File: src/rtl/lc3_kbd_rx.sv
// LC-3 keyboard receive front end: 8N1 serial receiver feeding a small byte FIFO
// whose head is presented as KBDR, with KBSR ready/overrun status.
module lc3_kbd_rx #(
    parameter int CLK_DIV    = 16,
    parameter int FIFO_DEPTH = 4,
    parameter int FIFO_AW    = 2
) (
    input  logic        clk,
    input  logic        rst_n,
    input  logic        rxd,
    input  logic        kbdr_rd,
    input  logic        clr_overrun,
    output logic [15:0] kbdr,
    output logic        kb_ready,
    output logic        kb_overrun,
    output logic        frame_err
);
    localparam int TW = $clog2(CLK_DIV);
    localparam logic [TW-1:0] RELOAD = TW'(CLK_DIV - 1);
    localparam logic [TW-1:0] HALF   = TW'(CLK_DIV / 2 - 1);
    localparam logic [FIFO_AW:0] FULL_CNT = (FIFO_AW + 1)'(FIFO_DEPTH);

    localparam logic [1:0] S_IDLE  = 2'd0;
    localparam logic [1:0] S_START = 2'd1;
    localparam logic [1:0] S_DATA  = 2'd2;
    localparam logic [1:0] S_STOP  = 2'd3;

    logic             rxd_m_q, rxd_s_q;
    logic [1:0]       state_q, state_d;
    logic [TW-1:0]    timer_q, timer_d;
    logic [2:0]       bit_idx_q, bit_idx_d;
    logic [7:0]       shreg_q, shreg_d;
    logic             frame_err_q, frame_err_d;
    logic             overrun_q, overrun_d;
    logic [FIFO_AW-1:0] wr_ptr_q, wr_ptr_d, rd_ptr_q, rd_ptr_d;
    logic [FIFO_AW:0] count_q, count_d;
    logic [7:0]       mem_q [FIFO_DEPTH];
    logic [7:0]       mem_d [FIFO_DEPTH];

    logic tick, push_req, pop, full, wr_en, drop;

    assign tick = (timer_q == '0);

    always_comb begin
        state_d     = state_q;
        timer_d     = timer_q;
        bit_idx_d   = bit_idx_q;
        shreg_d     = shreg_q;
        frame_err_d = 1'b0;
        push_req    = 1'b0;
        if (state_q == S_IDLE) begin
            // First tick lands half a bit in, so every later sample is at a bit centre.
            timer_d = HALF;
            if (!rxd_s_q) state_d = S_START;
        end else begin
            timer_d = tick ? RELOAD : timer_q - 1'b1;
            if (tick) begin
                case (state_q)
                    S_START: begin
                        if (rxd_s_q) state_d = S_IDLE;
                        else begin
                            state_d   = S_DATA;
                            bit_idx_d = 3'd0;
                        end
                    end
                    S_DATA: begin
                        shreg_d[bit_idx_q] = rxd_s_q;
                        if (bit_idx_q == 3'd7) state_d = S_STOP;
                        else bit_idx_d = bit_idx_q + 3'd1;
                    end
                    default: begin
                        state_d = S_IDLE;
                        if (rxd_s_q) push_req = 1'b1;
                        else frame_err_d = 1'b1;
                    end
                endcase
            end
        end
    end

    assign pop   = kbdr_rd && (count_q != '0);
    assign full  = (count_q == FULL_CNT);
    // A pop in the same cycle frees a slot, so a full FIFO can still accept the push.
    assign wr_en = push_req && (!full || pop);
    assign drop  = push_req && full && !pop;

    always_comb begin
        mem_d    = mem_q;
        wr_ptr_d = wr_ptr_q;
        rd_ptr_d = rd_ptr_q;
        count_d  = count_q;
        if (wr_en) begin
            mem_d[wr_ptr_q] = shreg_q;
            wr_ptr_d        = wr_ptr_q + 1'b1;
        end
        if (pop) rd_ptr_d = rd_ptr_q + 1'b1;
        case ({wr_en, pop})
            2'b10:   count_d = count_q + 1'b1;
            2'b01:   count_d = count_q - 1'b1;
            default: count_d = count_q;
        endcase
        overrun_d = drop ? 1'b1 : (clr_overrun ? 1'b0 : overrun_q);
    end

    always_ff @(posedge clk or negedge rst_n) begin
        if (!rst_n) begin
            rxd_m_q     <= 1'b1;
            rxd_s_q     <= 1'b1;
            state_q     <= S_IDLE;
            timer_q     <= '0;
            bit_idx_q   <= '0;
            shreg_q     <= '0;
            frame_err_q <= 1'b0;
            overrun_q   <= 1'b0;
            wr_ptr_q    <= '0;
            rd_ptr_q    <= '0;
            count_q     <= '0;
            for (int i = 0; i < FIFO_DEPTH; i++) mem_q[i] <= '0;
        end else begin
            rxd_m_q     <= rxd;
            rxd_s_q     <= rxd_m_q;
            state_q     <= state_d;
            timer_q     <= timer_d;
            bit_idx_q   <= bit_idx_d;
            shreg_q     <= shreg_d;
            frame_err_q <= frame_err_d;
            overrun_q   <= overrun_d;
            wr_ptr_q    <= wr_ptr_d;
            rd_ptr_q    <= rd_ptr_d;
            count_q     <= count_d;
            mem_q       <= mem_d;
        end
    end

    assign kb_ready   = (count_q != '0);
    assign kbdr       = {8'h00, kb_ready ? mem_q[rd_ptr_q] : 8'h00};
    assign kb_overrun = overrun_q;
    assign frame_err  = frame_err_q;
endmodule

File: config.mk
export PLATFORM = sky130hd
export DESIGN_NAME = lc3_kbd_rx
export DESIGN_NICKNAME = d
export VERILOG_FILES = /design/src/rtl/lc3_kbd_rx.sv
export SDC_FILE = /design/constraint.sdc
export NUM_CORES = 1
export LEC_CHECK = 0
export CAP_MARGIN = 0
export CORE_MARGIN = 4
export CORE_UTILIZATION = 30
export DETAILED_ROUTE_END_ITERATION = 10
export RECOVER_POWER = 25
export SKIP_LAST_GASP = 1
export SYNTH_ARGS = -nofsm -noshare
export SYNTH_HDL_FRONTEND = slang
export SYNTH_SLANG_ARGS = --single-unit
File: constraint.sdc
create_clock -name clk -period 7.2 [get_ports clk]
set_input_delay 1.44 -clock clk [delete_from_list [all_inputs] [get_ports clk]]
set_output_delay 1.44 -clock clk [all_outputs]
set_load 0.03 [all_outputs]
# Yosys cells after proc, flatten, opt, wreduce, memory -nomap -nowiden
# Cells that the tools add are included.
# word_totals
reg_bits,60
latch_bits,0
ramBits,0
mem_bits_ro,0
out_inout_bits,19
wordCells,91
mem_count,0
# classes
add_sub_neg,6
mul,0
div,0
n_lt_le_gt_ge,5
n_eq_ne,10
shift,0
mux,32
bitwise,3
n_reduce_logical,20
# op_table
cell,n
32-bit bitwise mux,1
8-bit two-way mux,4
8-bit binary-select mux with 2-bit select,1
8-bit demux with 2-bit select,1
3-bit one-hot mux with 2 select lines,2
1-bit two-way mux,11
2-bit two-way mux,5
8-bit bitwise mux,1
4-bit two-way mux,2
2-bit nonzero test,4
"3-bit by 1-bit adder with 3-bit output, second input constant",2
"3-bit == test, second input constant",2
"3-bit greater-or-equal comparator, second input constant",2
1-bit logical AND,6
3-bit two-way mux,2
"2-bit != test, second input constant",3
2-bit NOT with 3-bit output,2
3-bit AND reduction,2
5-bit AND reduction,1
"2-bit by 1-bit adder with 2-bit output, second input constant",2
"2-bit by 1-bit == test with 1-bit output, second input constant",2
"2-bit == test, second input constant",2
4-bit logical NOT,1
"3-bit by 4-bit < comparator with 1-bit output, second input constant",1
other kinds (13),14

# Depth between registers and ports, before layout
# depth
ltp_word,8
mapped_depth,9
ltp_nobuf,9

# Worst setup path before layout
# No wires, ideal clock.
# synth_path
path_kind,reg-to-output
start,reg rd_ptr_q[0]
end,out kbdr[0]
arrival_time_ns,1.602
required_time_ns,5.760
path_slack_ns,4.158
path_stages_with_launch,4
path_buffers,1
path_cell_list,dfrtp_1 > clkbuf_1 > mux4_2 > and2_1
# synth_via
elab_chain_len,5
# synth_lines
item,line_no,source
start: declaration,35,"logic [FIFO_AW-1:0] wr_ptr_q, wr_ptr_d, rd_ptr_q, rd_ptr_d;"
start signal: assignment,129,rd_ptr_q <= rd_ptr_d;
2-bit NOT with 3-bit output (implied by the code),136,"assign kbdr = {8'h00, kb_ready ? mem_q[rd_ptr_q] : 8'h00};"
8-bit binary-select mux with 2-bit select,136,
8-bit two-way mux (implied by the code) (2 in a row),136,
8-bit two-way mux,136,
end: declaration,13,"output logic [15:0] kbdr,"
# No other way between the ends. The select of a mux whose other input is x is not followed.

==> impl_metrics.json <==
{
  "first_pass_iters": 4,
  "core_area_um2": 9730,
  "drc": 0,
  "ys.flop_type": "dfrtp_1",
  "yosys.area.top_type": "dfrtp_1",
  "cts_hold_buf": 0,
  "crit_arrival_ns": 3.82,
  "initial_core_util": 0.308,
  "async_flop_share": 1.00,
  "grt_pass1_wl_um": 9450,
  "rsz0062_at_grt": "no",
  "cp-end-kind": "async pin",
  "clk_pin_slew_ns": 0.07,
  "yosysUniqueCellTypes": 45,
  "globalRouteOverflowTotal": 0,
  "dp_hpwl_um": 3740,
  "n_fill_cell": 976,
  "gp_congestion": 0.795,
  "portBuffers": 15,
  "final_max_slew_viol_count": 61,
  "p_leak_nw": 1.56,
  "ir_drop_mv": 0.0841,
  "reg2reg_slack_ns": 4.32,
  "fin_cells": 398,
  "fin_util": 0.352,
  "root_buffer": "clkbuf_8",
  "ios": 24,
  "grt_usage": 0.105,
  "clock_latency_ns": 0.34,
  "fp.dieW_um": 108,
  "cap_violations": 1,
  "hold_violations": 0,
  "hold-path-endpoint": "rxd_s_q",
  "skew_ns": 0.0123,
  "synthCells": 241,
  "reg2reg_depth": 8,
  "worst_pin_slew_ns": 3.24,
  "ys_ff_latch": 60,
  "diodes": 0,
  "clockBufferDepth": 2,
  "die_h_um": 108,
  "whs_path_depth": 0,
  "netlist_area_um2": 3000,
  "ys_top_cells_by_count": "dfrtp_1 (58), mux2_2 (40), nand2_1 (13)",
  "min_from": "rxd_m_q",
  "status": "complete, but fails checks",
  "ctsResizeCount": 0,
  "tns_ns": 0,
  "drt_first_iter_violations": 53,
  "synth.most_common_cell": "dfrtp_1",
  "violations": "max-capacitance violations, max-slew violations",
  "timing.final.crit_share": 0.571,
  "reg2reg_to": "count_q[2]",
  "post_drt_wl_per_cell_um": 13.6,
  "cts_buffers": 9,
  "cp_num_cells": 2,
  "synth.area.top_cells": "dfrtp_1 (48%), mux2_2 (15%), mux4_2 (6.0%)",
  "cts_sinks": 60,
  "rows": 36,
  "final.min_clock_period_ns": 4.11,
  "relSlewSlack": -1.16,
  "cpLargestDelayFamily": "buffers and inverters",
  "cp-start-kind": "input port",
  "cp_slowest_cell": "clkbuf_1",
  "crit_fanout": 60,
  "cp_num_buf_inv": 2,
  "cp_cell_sequence": "buf_2 -> clkbuf_1",
  "hold_path.class": "reg -> reg",
  "postCtsSetupBuffers": 0,
  "cp.required_ns": 6.92,
  "grt_start_max_net_pins": 61,
  "yosysTopAreaCellShare": 0.484,
  "vias": 1874,
  "syn_area_per_cell_um2": 12.4,
  "first_global_vias": 1921,
  "antenna_left": 0,
  "synth-edff-count": 0,
  "vias_per_cell": 4.71,
  "setup_viol": 0,
  "dp_cells": 382,
  "r2r_start": "state_q[0]",
  "area_delta_synth_final_pct": 14.3,
  "cts_max_level": 3,
  "synth-seq-area-share": 0.502,
  "path_class": "in -> async",
  "fmax_mhz": 243,
  "drive_above_1_share": 0.279,
  "nets": 276,
  "die-area_um2": 11700,
  "wirelength_um": 5400,
  "finalPower_uw": 919,
  "antenna_found_initial": 0,
  "ys_warn_count": 0,
  "cts_tree": "built",
  "p_per_area_nw_per_um2": 268,
  "critical_path.max_stage_delay_ns": 2.27
}
-- cells by family (layout without fill, tap and decap cells) --
kind of cell / after synthesis / after routing / synth area share
adder cells (fa/ha/maj): 11 / 11 / 0.0484
AND/OR/NAND/NOR: 66 / 66 / 0.129
XOR/XNOR: 5 / 5 / 0.0146
buffers and inverters: 26 / 43 / 0.0434
multiplexers: 49 / 49 / 0.214
other: 1 / 8 / 0.00125
AO/OA/AOI/OAI: 23 / 23 / 0.0468
flip-flops: 60 / 60 / 0.502
-- worst reg2reg max path: cells and delay by family (launching register included) --
| kind | cells | cell delay (ns) |
|---|---|---|
| compound gates | 2 | 0.50 |
| fa+ha+maj | 2 | 0.73 |
| buf+inv | 1 | 0.08 |
| flops | 1 | 0.38 |
| simple gates | 3 | 1.11 |
-- through the flow --
| step | setup WS [ns] | hold WS, ns | area (um2) |
|---|---|---|---|
| final | 3.09 | 0.358 | 3420 |
| after global routing | 2.42 | 0.365 | 3420 |
| after CTS | 3.31 | 0.359 | 3430 |
| after detailed placement | 3.63 | 0.348 | 3250 |
| after global placement | 3.65 | 0.346 | 3250 |
| after floorplan | 4.16 | 0.345 | 3020 |
-- layout make-up --
class,instances,area [um2],share of cell area
repair buffers,16,149,0.0435
flip-flops and latches,60,1500,0.439
clock buffers,9,124,0.0362
multi-input cells,162,1390,0.406
clock inverters,7,51.3,0.0150
well taps,133,166,0.0486
inverters,11,41.3,0.0121
-- placed cells by master (no fill, tap or decap), types with 2 or more instances in the layout --
cell type	netlist	routed
dfrtp_1	58	58
mux2_2	40	40
nand2_1	13	13
clkdlybuf4s50_1	0	13
inv_1	11	11
ha_1	10	10
and2_1	9	9
o21ai_0	9	9
clkbuf_8	0	9
mux4_2	8	8
nand3_1	8	8
conb_1	1	8
nor2_1	6	6
xnor2_1	4	4
a21oi_1	4	4
nor2b_1	4	4
nor3b_1	4	4
nor3_1	4	4
nand2_2	4	4
nand3b_1	2	2
a21o_1	2	2
nand4_1	2	2
clkinvlp_4	0	2
inv_6	0	2
clkinv_2	0	2
dfstp_2	2	2
-- worst max-delay path by stage --
stage,slack (ns),to,start
after detailed placement,3.63,mem_q[3],kbdr_rd
after CTS,3.31,kbdr[0],rd_ptr_q[0]
after global routing,2.42,mem_q[8],rst_n
after global placement,3.65,mem_q[21],kbdr_rd
after floorplan,4.16,kbdr[0],rd_ptr_q[0]
final,3.09,mem_q[8],rst_n
-- metal layers --
metal  GRT usage  vias to the layer above  share of wire
met3      0.0334                       13          0.043
met5           0                        -              0
met1       0.132                      936           0.46
met4      0.0595                        0          0.029
li1            -                      882              -
met2       0.159                       43           0.46
-- report_power, final --
part | internal (mW) | switching [mW] | total [mW]
clock network | 0.126 | 0.143 | 0.269
registers | 0.369 | 0.0541 | 0.423
logic | 0.0953 | 0.132 | 0.227
total | 0.590 | 0.329 | 0.919
-- registers in the layout, indices dropped and copies added (netlist names) --
name        flops
rd_ptr_q        2
timer_q         4
count_q         3
rxd_s_q         1
rxd_m_q         1
mem_q          32
shreg_q         8
frame_err       1
state_q         2
wr_ptr_q        2
bit_idx_q       3
kb_overrun      1
No activity file was read; power rests on OpenSTA's default activity.
